**config.mk**
```make
export PLATFORM = sky130hd
export DESIGN_NAME = register_file_wb
export DESIGN_NICKNAME = d
export VERILOG_FILES = /design/src/rtl/cpu_pkg.sv /design/src/rtl/decoder_5to32.sv /design/src/rtl/register_file_wb.sv
export SDC_FILE = /design/constraint.sdc
export NUM_CORES = 2
export LEC_CHECK = 0
export ABC_CLOCK_PERIOD_IN_PS = 2900
export BUFFER_PORTS_ARGS = -buffer_cell sky130_fd_sc_hd__clkbuf_2
export CORE_UTILIZATION = 41
export DETAILED_ROUTE_END_ITERATION = 8
export MAX_ROUTING_LAYER = met4
export RECOVER_POWER = 100
export SLEW_MARGIN = 20
export SYNTH_ARGS = -nofsm -noshare
export SYNTH_HDL_FRONTEND = slang
export SYNTH_SLANG_ARGS = --single-unit
```
**constraint.sdc**
```tcl
create_clock -name clk -period 2.9 [get_ports clk]
set_clock_uncertainty 0.1 [all_clocks]
set_input_delay 0.58 -clock clk [delete_from_list [all_inputs] [get_ports clk]]
set_output_delay 0.58 -clock clk [all_outputs]
set_load 0.01 [all_outputs]
```
**src/rtl/cpu_pkg.sv**
```systemverilog
// Datapath-wide register-file constants, shared by the control unit,
// the write-register mux and the register file.
package cpu_pkg;

    localparam int unsigned REG_ADDR_W = 5;
    localparam int unsigned REG_DATA_W = 32;
    localparam int unsigned NUM_REGS   = 2 ** REG_ADDR_W;
    localparam logic [REG_ADDR_W-1:0] REG_ZERO = 5'd0;

    typedef logic [REG_ADDR_W-1:0] reg_addr_t;
    typedef logic [REG_DATA_W-1:0] reg_data_t;

endpackage : cpu_pkg

```
**src/rtl/decoder_5to32.sv**
```systemverilog
// Register-index to one-hot write-enable decoder (demux direction of the
// write-register mux); the enable gates every output so an unknown index is inert.
module decoder_5to32
    import cpu_pkg::*;
#(
    parameter int unsigned ADDR_W = REG_ADDR_W
) (
    input  logic [ADDR_W-1:0]      idx,
    input  logic                   en,
    output logic [2**ADDR_W-1:0]   out
);

    always_comb begin
        out = '0;
        if (en) begin
            out[idx] = 1'b1;
        end
    end

endmodule : decoder_5to32

```
**src/rtl/register_file_wb.sv**
```systemverilog
// Write-back register file: clocked one-hot write port, two asynchronous
// read ports, hard-wired $zero and optional same-cycle write-to-read bypass.
module register_file_wb
    import cpu_pkg::*;
#(
    parameter int unsigned DATA_W = REG_DATA_W,
    parameter int unsigned ADDR_W = REG_ADDR_W,
    parameter bit          BYPASS = 1'b1
) (
    input  logic              clk,
    input  logic              reset,
    input  logic [ADDR_W-1:0] read_reg1,
    input  logic [ADDR_W-1:0] read_reg2,
    input  logic [ADDR_W-1:0] write_reg,
    input  logic [DATA_W-1:0] write_data,
    input  logic              reg_write,
    output logic [DATA_W-1:0] read_data1,
    output logic [DATA_W-1:0] read_data2
);

    localparam int unsigned DEPTH = 2 ** ADDR_W;
    localparam logic [ADDR_W-1:0] ZERO_IDX = ADDR_W'(REG_ZERO);

    logic [DATA_W-1:0] r_regs [DEPTH];
    logic [DEPTH-1:0]  w_we;
    logic              w_wr_en;

    // Reset has priority, so the decoder is gated off while it is asserted.
    assign w_wr_en = reg_write & ~reset;

    decoder_5to32 #(
        .ADDR_W (ADDR_W)
    ) u_dec (
        .idx (write_reg),
        .en  (w_wr_en),
        .out (w_we)
    );

    always_ff @(posedge clk) begin
        for (int unsigned i = 0; i < DEPTH; i++) begin
            if (reset || i == 0) begin
                r_regs[i] <= '0;
            end else if (w_we[i]) begin
                r_regs[i] <= write_data;
            end
        end
    end

    always_comb begin
        read_data1 = '0;
        if (!reset && read_reg1 != ZERO_IDX) begin
            if (BYPASS && reg_write && write_reg == read_reg1) begin
                read_data1 = write_data;
            end else begin
                read_data1 = r_regs[read_reg1];
            end
        end
    end

    always_comb begin
        read_data2 = '0;
        if (!reset && read_reg2 != ZERO_IDX) begin
            if (BYPASS && reg_write && write_reg == read_reg2) begin
                read_data2 = write_data;
            end else begin
                read_data2 = r_regs[read_reg2];
            end
        end
    end

endmodule : register_file_wb

```
==> qor.csv <==
metric,value,unit
run status,"complete, but fails checks",
violated checks,"max-capacitance violations, max-slew violations, negative setup slack",
synthesized net count,3900,
Power Density,527.5,mW/mm²
vias in the first global route,39570,
Mapped Cells,3850,
fillers,10740,
RSZ-0062 raised after global routing,true,
Post-Synth XOR/XNOR Area,0.1615,%
post-synth top area share,54.94,%
All-Layer GR Usage,32.75,%
clock slew seen by the registers of the worst setup and hold paths,0.06,ns
Most used DFF post-synth,edfxtp_1,
initial drt markers,5944,
final worst slack,-0.5178,ns
grt ovf,0,
Worst setup SP type,primary input,
"Async S/R FF share, synth",0,%
die area,0.1337,mm²
nets,4471,
Adder-Cell Fraction of Synth Area,0,%
Synth Cell Area,0.05422,mm²
hold crit path type,primary input to flip-flop,
DRC Markers,0,
Final Hold Fails,0,
final setup vio count,1220,
Pwr Total,36.84,mW
"top cells by count, synth","edfxtp_1 (992), and2_1 (935), mux4_2 (365)",
ratio of final minimum period to clock period,117.9,%
CTS tree,built,
WS Path Type,primary input to flip-flop,
Static Leakage,24.87,nW
Die H,365.6,µm
mux share of post-synthesis cell area,21.06,%
dpl ws,-0.7718,ns
"Seq/Total Area, Yosys",54.94,%
Synth warnings,0,
core area,0.1313,mm²
Post-DP Area,0.06155,mm²
Top Registers,r_regs (992),
CTS max path bufs,3,
Root Buffer,clkbuf_16,
Synth area leaders,"edfxtp_1 (55%), mux4_2 (15%), and2_1 (11%), mux2i_1 (3.4%), mux2_2 (2.2%)",
main combinational cell family by area after synthesis,multiplexers,
#FFs+latches synth,992,
via/cell ratio,6.428,
worst path arrival time,3.78,ns
layout cell share with drive strength beyond 1,41.75,%
max-slew violations,27,
critical-path maximum fanout,19,
mean post-synth cell area,14.08,µm²
Worst Max-Slew Pin Slew,2.104,ns
initial core utilization,41.29,%
WL per Instance,34.41,µm
Post-Layout Inst Area,0.06983,mm²
initial antenna violation count,23,
Top Ports,114,
Largest register FFs,992,
largest net degree at the start of global routing,34,
gp weighted congestion,0.9837,
"Data required, critical path",3.27,ns
area grow syn2layout,28.79,%
Num CTS Buffers,107,
via count,40342,
die width,365.6,µm
DR pass1 iterations,8,
Max Clk Rate,292.6,MHz
simple-gate share of the synthesized area,14.36,%
Synth area leader,edfxtp_1,
CP endpoint kind,flip-flop,
final critical-path required period,3.418,ns
# rows,133,
final wirelength,216000,µm
most common cell in the synthesized netlist,edfxtp_1,
Netlist cell types,61,
Slew HR,-40.27,%
Worst VDD drop,0.5389,mV
port bufs,113,
Synth Area in Compound Gates,5.809,%
Post-synth EDFFs,992,
Routed Antenna Nets,0,
first-pass GRT wire length,295100,µm
Max Cap Viol,2,
H-tree depth,3,
hold-fix buffers at CTS,0,
Detail Placement HPWL,140700,µm
CTS Sinks,992,
largest reg by FF count,r_regs,
-- placed cells by master (no fill, tap or decap), types with 18 or more instances in the layout --
cell type  netlist  layout
clkinv_2         0      23
or2_2           34      31
buf_16           0      29
mux2i_2          0      21
and2_0           0     156
edfxtp_1       992     992
o22ai_2          0      28
buf_12           1     122
buf_4           27     434
clkbuf_4         1      39
nor2_2           0      18
nor3_1          92      78
nand2_1         92      78
mux4_2         365     370
a21oi_1         51      20
mux2_2         105      86
o221ai_4         0      24
a221oi_1        64      38
buf_2           73      18
clkbuf_16        0     113
o22ai_1         64      28
nor2b_1         28      21
a221oi_2         0      21
mux2_4           0      19
mux2i_1        183     149
clkinv_1         0      31
nor2_1          92      64
a21oi_2          0      23
clkbuf_2         0      98
o21ai_0         48      19
clkbuf_1       280      28
buf_8            1      28
buf_6           19      90
and2_1         935     778
-- area by class of cell --
cell class | count | area, µm² | share of cell area, %
antenna | 16 | 40.04 | 0.05734
clock buffer | 124 | 2784 | 3.987
clock inverter | 69 | 533.0 | 0.7633
inverter | 6 | 22.52 | 0.03225
multi-input combinational | 2429 | 25260 | 36.17
sequential | 992 | 29790 | 42.66
tap | 1755 | 2196 | 3.145
timing repair buffer | 885 | 9205 | 13.18
-- repair_timing --
item / CTS / global route
gates resized for setup: 531 / 260
gates cloned: 21 / 5
pin swaps: 148 / 104
buffers inserted: 98 / 65
endpoints found under the setup margin: 64 / 64
-- through the flow --
step	TNS [ns]	utilization (%)	hold slack [ns]	cells
6_report	-190.74	53.18	0.2357	6276
2_1_floorplan	-0.1120	-	0.6782	3850
3_3_place_gp	-31.51	46.88	0.9190	5921
3_5_place_dp	-31.83	46.88	0.9057	5921
5_1_grt	-95.75	53.18	0.2050	6273
4_1_cts	-18.43	52.43	0.1555	6203
-- layer usage --
layer / up-vias / global-route usage, % / share of wire [%]
li1: 16013 / - / -
met1: 20703 / 42.58 / 37
met2: 3020 / 47.13 / 43
met3: 606 / 9.015 / 14
met4: 0 / 16.09 / 5.8
met5: - / - / 0
-- power breakdown --
part | leakage [nW] | total, mW | switching, mW | internal (mW)
clock network | 1.63 | 13.4 | 5.90 | 7.52
logic | 13.8 | 6.42 | 3.47 | 2.96
registers | 9.44 | 17.0 | 0.433 | 16.6
total | 24.9 | 36.8 | 9.80 | 27.0
-- worst max-delay path: stages --
cell,delay [ns]
clkbuf_1,0.34
buf_12,0.17
nor2b_1,0.06
nand3b_1,0.08
clkbuf_1,1.51
buf_4,0.36
nor2_4,0.06
or2_2,0.38
buf_12,0.20
-- final timing paths --
| kind | to | startpoint | depth (start not counted) |
|---|---|---|---|
| max | r_regs[5][20] | reset | 9 |
| min | r_regs[16][23] | write_data[23] | 2 |
-- kinds of logic after synthesis --
family,after synthesis
xor+xnor,10
compound gates,424
mux,660
flops,992
simple gates,1335
buf+inv,429
Note: power is estimated with default switching activity, not from simulation.
